==> src/rtl/pcie_tlp_cpl_fifo.sv <==
// Store-and-forward completion TLP FIFO: beats and per-packet headers are buffered and a packet
// is presented downstream only once its eop beat has been stored.
module pcie_tlp_cpl_fifo #(
  parameter int unsigned TLP_DATA_WIDTH = 256,
  parameter int unsigned TLP_STRB_WIDTH = 8,
  parameter int unsigned TLP_HDR_WIDTH  = 128,
  parameter int unsigned DATA_DEPTH     = 16,
  parameter int unsigned HDR_DEPTH      = 4
) (
  input  logic                         clk,
  input  logic                         rst_n,
  input  logic [TLP_DATA_WIDTH-1:0]    s_tlp_data,
  input  logic [TLP_STRB_WIDTH-1:0]    s_tlp_strb,
  input  logic [TLP_HDR_WIDTH-1:0]     s_tlp_hdr,
  input  logic                         s_tlp_valid,
  input  logic                         s_tlp_sop,
  input  logic                         s_tlp_eop,
  output logic                         s_tlp_ready,
  output logic [TLP_DATA_WIDTH-1:0]    tx_cpl_tlp_data,
  output logic [TLP_STRB_WIDTH-1:0]    tx_cpl_tlp_strb,
  output logic [TLP_HDR_WIDTH-1:0]     tx_cpl_tlp_hdr,
  output logic                         tx_cpl_tlp_valid,
  output logic                         tx_cpl_tlp_sop,
  output logic                         tx_cpl_tlp_eop,
  input  logic                         tx_cpl_tlp_ready,
  output logic [$clog2(HDR_DEPTH):0]   pkt_count,
  output logic                         status_error_framing
);

  localparam int unsigned DAW = $clog2(DATA_DEPTH);
  localparam int unsigned HAW = $clog2(HDR_DEPTH);
  localparam logic [DAW:0] DataFullXor = (DAW + 1)'(DATA_DEPTH);
  localparam logic [HAW:0] HdrFullXor  = (HAW + 1)'(HDR_DEPTH);
  localparam logic [DAW:0] DataOne     = (DAW + 1)'(1);
  localparam logic [HAW:0] HdrOne      = (HAW + 1)'(1);

  typedef enum logic [0:0] {StIdle, StInPkt} state_e;

  state_e state_q;

  logic [TLP_DATA_WIDTH-1:0] data_mem [DATA_DEPTH];
  logic [TLP_STRB_WIDTH-1:0] strb_mem [DATA_DEPTH];
  logic                      sop_mem  [DATA_DEPTH];
  logic                      eop_mem  [DATA_DEPTH];
  logic [TLP_HDR_WIDTH-1:0]  hdr_mem  [HDR_DEPTH];

  // wr: next write, cmt: end of last committed packet, ld: next beat into the output
  // register, rd: oldest beat not yet handed downstream (occupancy includes the output register).
  logic [DAW:0] wr_ptr_q, cmt_ptr_q, ld_ptr_q, rd_ptr_q;
  logic [HAW:0] hdr_wr_ptr_q, hdr_ld_ptr_q, hdr_rd_ptr_q;
  logic [HAW:0] pkt_count_q;
  logic         ready_en_q, err_q;

  logic [TLP_DATA_WIDTH-1:0] out_data_q;
  logic [TLP_STRB_WIDTH-1:0] out_strb_q;
  logic [TLP_HDR_WIDTH-1:0]  out_hdr_q;
  logic                      out_valid_q, out_sop_q, out_eop_q;

  logic data_full, hdr_full;
  logic in_acc, in_write, in_commit, hdr_write;
  logic beat_avail, out_load, out_pop, eop_pop;
  logic [DAW-1:0] wr_idx, ld_idx;

  assign data_full = (wr_ptr_q ^ rd_ptr_q) == DataFullXor;
  assign hdr_full  = (hdr_wr_ptr_q ^ hdr_rd_ptr_q) == HdrFullXor;

  assign s_tlp_ready = ready_en_q && !data_full && ((state_q == StInPkt) || !hdr_full);

  assign in_acc    = s_tlp_valid && s_tlp_ready;
  assign in_write  = in_acc && ((state_q == StInPkt) || s_tlp_sop);
  assign in_commit = in_write && s_tlp_eop;
  assign hdr_write = in_acc && (state_q == StIdle) && s_tlp_sop;

  assign wr_idx     = wr_ptr_q[DAW-1:0];
  assign ld_idx     = ld_ptr_q[DAW-1:0];
  assign beat_avail = ld_ptr_q != cmt_ptr_q;
  assign out_pop    = out_valid_q && tx_cpl_tlp_ready;
  assign out_load   = beat_avail && (!out_valid_q || tx_cpl_tlp_ready);
  assign eop_pop    = out_pop && out_eop_q;

  always_ff @(posedge clk) begin
    if (in_write) begin
      data_mem[wr_idx] <= s_tlp_data;
      strb_mem[wr_idx] <= s_tlp_strb;
      sop_mem[wr_idx]  <= (state_q == StIdle);
      eop_mem[wr_idx]  <= s_tlp_eop;
    end
    if (hdr_write) begin
      hdr_mem[hdr_wr_ptr_q[HAW-1:0]] <= s_tlp_hdr;
    end
  end

  always_ff @(posedge clk or negedge rst_n) begin
    if (!rst_n) begin
      state_q      <= StIdle;
      ready_en_q   <= 1'b0;
      err_q        <= 1'b0;
      wr_ptr_q     <= '0;
      cmt_ptr_q    <= '0;
      ld_ptr_q     <= '0;
      rd_ptr_q     <= '0;
      hdr_wr_ptr_q <= '0;
      hdr_ld_ptr_q <= '0;
      hdr_rd_ptr_q <= '0;
      pkt_count_q  <= '0;
      out_valid_q  <= 1'b0;
      out_sop_q    <= 1'b0;
      out_eop_q    <= 1'b0;
      out_data_q   <= '0;
      out_strb_q   <= '0;
      out_hdr_q    <= '0;
    end else begin
      ready_en_q <= 1'b1;
      err_q      <= in_acc && ((state_q == StIdle) ? !s_tlp_sop : s_tlp_sop);

      if (in_acc) begin
        if (state_q == StIdle) begin
          if (s_tlp_sop && !s_tlp_eop) state_q <= StInPkt;
        end else if (s_tlp_eop) begin
          state_q <= StIdle;
        end
      end

      if (in_write)  wr_ptr_q     <= wr_ptr_q + DataOne;
      if (in_commit) cmt_ptr_q    <= wr_ptr_q + DataOne;
      if (hdr_write) hdr_wr_ptr_q <= hdr_wr_ptr_q + HdrOne;
      if (out_pop)   rd_ptr_q     <= rd_ptr_q + DataOne;
      if (eop_pop)   hdr_rd_ptr_q <= hdr_rd_ptr_q + HdrOne;

      if (in_commit && !eop_pop) begin
        pkt_count_q <= pkt_count_q + HdrOne;
      end else if (!in_commit && eop_pop) begin
        pkt_count_q <= pkt_count_q - HdrOne;
      end

      if (out_load) begin
        ld_ptr_q    <= ld_ptr_q + DataOne;
        out_valid_q <= 1'b1;
        out_data_q  <= data_mem[ld_idx];
        out_strb_q  <= strb_mem[ld_idx];
        out_sop_q   <= sop_mem[ld_idx];
        out_eop_q   <= eop_mem[ld_idx];
        // Header is latched with the first beat so it stays stable for the whole packet.
        if (sop_mem[ld_idx]) begin
          out_hdr_q    <= hdr_mem[hdr_ld_ptr_q[HAW-1:0]];
          hdr_ld_ptr_q <= hdr_ld_ptr_q + HdrOne;
        end
      end else if (out_pop) begin
        out_valid_q <= 1'b0;
      end
    end
  end

  assign tx_cpl_tlp_data      = out_data_q;
  assign tx_cpl_tlp_strb      = out_strb_q;
  assign tx_cpl_tlp_hdr       = out_hdr_q;
  assign tx_cpl_tlp_valid     = out_valid_q;
  assign tx_cpl_tlp_sop       = out_sop_q;
  assign tx_cpl_tlp_eop       = out_eop_q;
  assign pkt_count            = pkt_count_q;
  assign status_error_framing = err_q;

endmodule

==> config.mk <==
export PLATFORM = sky130hd
export DESIGN_NAME = pcie_tlp_cpl_fifo
export DESIGN_NICKNAME = d
export VERILOG_FILES = /design/src/rtl/pcie_tlp_cpl_fifo.sv
export SDC_FILE = /design/constraint.sdc
export NUM_CORES = 2
export LEC_CHECK = 0
export CAP_MARGIN = 30
export CORE_ASPECT_RATIO = 1.4
export CORE_UTILIZATION = 30
export CTS_CLUSTER_SIZE = 20
export DETAILED_ROUTE_END_ITERATION = 8
export PLACE_DENSITY = 0.5
export SLEW_MARGIN = 20
export SYNTH_ARGS = -nofsm -noshare
export SYNTH_HDL_FRONTEND = slang
export SYNTH_MEMORY_MAX_BITS = 65536
export SYNTH_SLANG_ARGS = --single-unit
==> constraint.sdc <==
create_clock -name clk -period 26.4 [get_ports clk]
set_clock_uncertainty 0.1 [all_clocks]
set_input_delay 3.96 -clock clk [delete_from_list [all_inputs] [get_ports clk]]
set_output_delay 3.96 -clock clk [all_outputs]
set_load 0.01 [all_outputs]
==> results.md <==
Outcome:
- The flow ran to the end, and the final reports show no timing, DRC or antenna violations.

Floorplan:
- Once the floorplan was initialized, standard cells occupied 30.2% of the core.
- The die is 958 um tall.
- The floorplan step set the die width to 685 um.
- In this run the count of I/O pins placed on the die edge is 798.
- After floorplanning, the core was sized to cover 0.649 mm^2.
- In this run the core area contains 350 standard-cell rows.
- The die covers 0.656 mm^2.

Logic synthesis:
- Synthesis handed over a netlist of 8446 instances.
- The count of flip-flops with a built-in enable after synthesis is 4768.
- The primary flip-flop cell chosen by synthesis mapping is edfxtp_1.
- After synthesis, the netlist uses 39 different library cells.
- The synthesis-stage register bit count is 5197.
- Sorting the synthesized cells by how often they occur yields 4768 x edfxtp_1, 1191 x mux4_2, 429 x dfrtp_1, 276 x mux2_2, 275 x clkbuf_1.
- After synthesis, the cell types taking the most area are edfxtp_1 73%, mux4_2 14%, dfrtp_1 5.5%.
- Sequential elements use 78.6% of the synthesized area.
- The top cell type's share of synthesized area is 73.1%.
- A synthesized cell averages 23.2 um^2.
- The net count after synthesis is 8858.
- The number of synthesis warnings is 0.
- The cell area after technology mapping is 0.196 mm^2.
- The proportion of register bits with asynchronous set or reset after synthesis is 8.25%.
- The largest total area in the synthesized netlist belongs to edfxtp_1.
- The most frequent cell after synthesis is edfxtp_1.

Critical path:
- The sort of element at the end of the critical path is a flop.
- Grouping stages by cell kind, the critical path spends the most delay in buffers and inverters.
- The data required time of the worst path is 26970 ps.
- The maximum cell stage delay along the critical path is 860 ps.
- STA classifies the critical path startpoint as an input pin.
- Data arrives at the worst endpoint at 9030 ps.
- The number of buffers and inverters on the critical path is 6.
- The critical path goes through clkdlybuf4s50_1, inv_1, a311o_1, or3b_1, nor2_4, buf_12, buf_4, buf_4, buf_4.
- For this design, the slowest cell found on the critical path is buf_4.
- The cell occurring most often along the worst timing path is buf_4.
- The maximum fanout encountered on the critical timing path is 49.
- The critical path class is in -> reg.

Power:
- Of the total power, the clock network draws 30.0%.
- The internal power contribution is 17.1 mW.
- For this design the total switching power over the nets is 7.35 mW.
- The power per standard cell area is 106 mW/mm^2.
- The part of the power in combinational logic is 28.5%.
- The largest voltage drop on the vdd net is 0.0994 mV.
- Net switching is 30.0% of the power.
- Of the total power, registers draw 41.4%.
- In this run the static leakage power is 72.8 nW.

Cells and area:
- The post-route netlist has 24.6% of its cells at a drive strength greater than 1.
- The number of nets in the finished design is 9907.
- Relative to the synthesized area, the layout overhead comes to 18.4%.

Place:
- At the end of routability-driven placement, the weighted congestion stood at 0.734.
- Detailed placement finished with a half-perimeter wire length of 299 mm.
- OpenSTA, run right after detailed placement, puts the worst setup slack at 16790 ps.
- The count of buffers added on input and output ports is 797.

Clock network:
- The clock tree from TritonCTS is yes.
- In this run the post-CTS setup repair buffer count came out at 0.
- The deepest clock path buffer count is 4.
- The H-tree generated during clock tree synthesis spans 6 levels.
- In this run, post-CTS hold repair placed 0 buffers.
- The clock-pin slew reported for the worst setup and hold paths after clock tree synthesis is 60 ps.
- The number of instances resized during post-cts repair is 0.
- The library cell used as clock root buffer is clkbuf_16.
- At the later pin of the worst-skew pair, clock insertion delay measures 1050 ps.
- Counting every sink on the clock net gives 5197.
- The TritonCTS buffer count is 525.

Global route:
- After global routing the overflow that remains totals 0.
- Global routing used 15.4% of the available tracks.
- The via count of the first global-routing pass came to 96074.
- Entering global routing, the biggest net connects 161 pins.
- The number of antenna violations at the first check in global routing was 204.
- The first-pass GRT wire length is 731 mm.

Detailed routing:
- The overall via count from detail_route is 89585.
- In this run the remaining antenna-violating nets after routing total 0.
- Wires add up to 517 mm.
- In this run, the number of DRC markers left after iteration 0 of detailed routing was 6791.
- Dividing the detail-routed wire length by the instance count gives 27.8 um.
- The iteration count of the initial detailed-routing pass is 5.
- In the routed layout, each cell is associated on average with a via count of 4.82.
- After detailed routing, the number of remaining DRC violations is 0.

Timing:
- Setup slack on the critical path of the routed design comes to 17940 ps.
- Setup violations remaining at the end of the flow were counted as 0.
- For this run, the top clock speed supported by timing is 118 MHz.
- Setup repair after global routing left no endpoint under its margin.
- The final critical path takes up 32.0% of the cycle.
- The final-report hold violation count was 0.
- The headroom to the max-slew limit is 18.7%.
- The number of pins exceeding their max-slew limit in the final report was 0.
- The transition at the pin with the smallest max-transition slack is 1220 ps.
- The final setup TNS is 0 ps.
- The minimum clock period after layout is 8460 ps.

Min path:
- The path class of the lowest-slack min-delay path is reg -> reg.

Flow run:
- Max-cap violations in this run came to 0.
[path summary, 6_finish.rpt]
path	startpoint	endpoint	slack (ps)	cells after the start
worst max-delay path	s_tlp_valid	data_mem[4][183]	17940	9
worst min-delay path	tx_cpl_tlp_hdr[65]	tx_cpl_tlp_hdr[65]	380	1
worst max register to register	ld_ptr_q[0]	tx_cpl_tlp_data[17]	19870	12
worst min register to register	tx_cpl_tlp_hdr[65]	tx_cpl_tlp_hdr[65]	380	1
max in group asynchronous	rst_n	tx_cpl_tlp_hdr[32]	21300	3
min in group asynchronous	rst_n	hdr_ld_ptr_q[1]	2780	1
[per-stage QoR]
stage                     instance area [um^2]  power (mW)  hold slack, ps  std cells  utilization (%)
after global placement                  214000        17.4             370      17575             33.0
final                                   232000        24.5             383      18590             35.7
after global routing                    232000        25.5             405      18550             35.7
after floorplan                         196000        14.7             362       8446                -
after CTS                               232000        24.9             388      18526             35.7
after detailed placement                215000        17.5             375      17584             33.1
[power by group through the flow]
| stage | Clock (mW) | Sequential, mW | Combinational, mW |
|---|---|---|---|
| after floorplan | 0 | 10.4 | 4.36 |
| after global placement | 0 | 10.3 | 7.09 |
| after detailed placement | 0 | 10.3 | 7.16 |
| after CTS | 7.56 | 10.2 | 7.18 |
| after global routing | 7.84 | 10.2 | 7.50 |
| final | 7.36 | 10.1 | 6.99 |
[cell usage in the layout, fill, tap and decap left out, drive strengths merged]
cell and count:
a211oi 265, a21oi 266, a22oi 1, a2bb2oi 1, a311o 1, a31oi 2
and2 4, and3b 1, buf 188, bufinv 34, clkbuf 677, clkdlybuf4s50 796
clkinv 185, clkinvlp 14, conb 1, dfrtp 429, diode 56, edfxtp 4768
fa 1, ha 13, inv 42, mux2 405, mux2i 267, mux4 1191
nand2 7, nand2b 5, nand3 4, nand4 4, nor2 20, nor2b 266
nor3 9, o21a 1, o22a 1, o41ai 1, or3 1, or3b 2
xnor2 23, xor2 14
[flip-flops by register name (all words and copies together), names as in the netlist, 5 cells and up]
register / cells
wr_ptr_q: 5
sop_mem: 16
tx_cpl_tlp_hdr: 128
tx_cpl_tlp_strb: 8
tx_cpl_tlp_data: 256
rd_ptr_q: 5
data_mem: 4096
strb_mem: 128
cmt_ptr_q: 5
ld_ptr_q: 5
hdr_mem: 512
eop_mem: 16
[worst reg2reg max path, cell delays in order, from the launching register on]
cell      delay [ps]
dfrtp_4          670
buf_4            580
buf_12           310
buf_16           470
buf_4            680
buf_4            830
buf_4            610
buf_4            660
mux4_2           600
nor2b_1          140
a211oi_1         280
a21oi_1          160
mux2_2           350
[kinds of logic after synthesis]
family,synth area share (%)
adders and majority gates,0.0932
xor gates and xnor gates,0.165
AOI/OAI and AO/OA,1.73
DFF,78.6
buffers and inverters,1.05
and+or+nand+nor,0.995
other,0.00191
muxes,17.4
[layout make-up]
cell class                 instances  area, um^2
timing repair buffer             984       10000
tap                             8624       10800
inverter                          10        37.5
sequential                      5197      154000
fill                           59310      418000
clock inverter                   265        2830
multi-input combinational       2777       40100
antenna                           56         140
clock buffer                     677       14000
[layer usage]
layer	vias to the layer above	part of all wire (%)	track usage [%]
met3	835	5.8	3.25
li1	37680	-	-
met5	-	0.12	0
met1	48604	40	19.1
met4	96	2.4	3.67
met2	2370	52	27.5
Power figures use the tool's default switching activity.
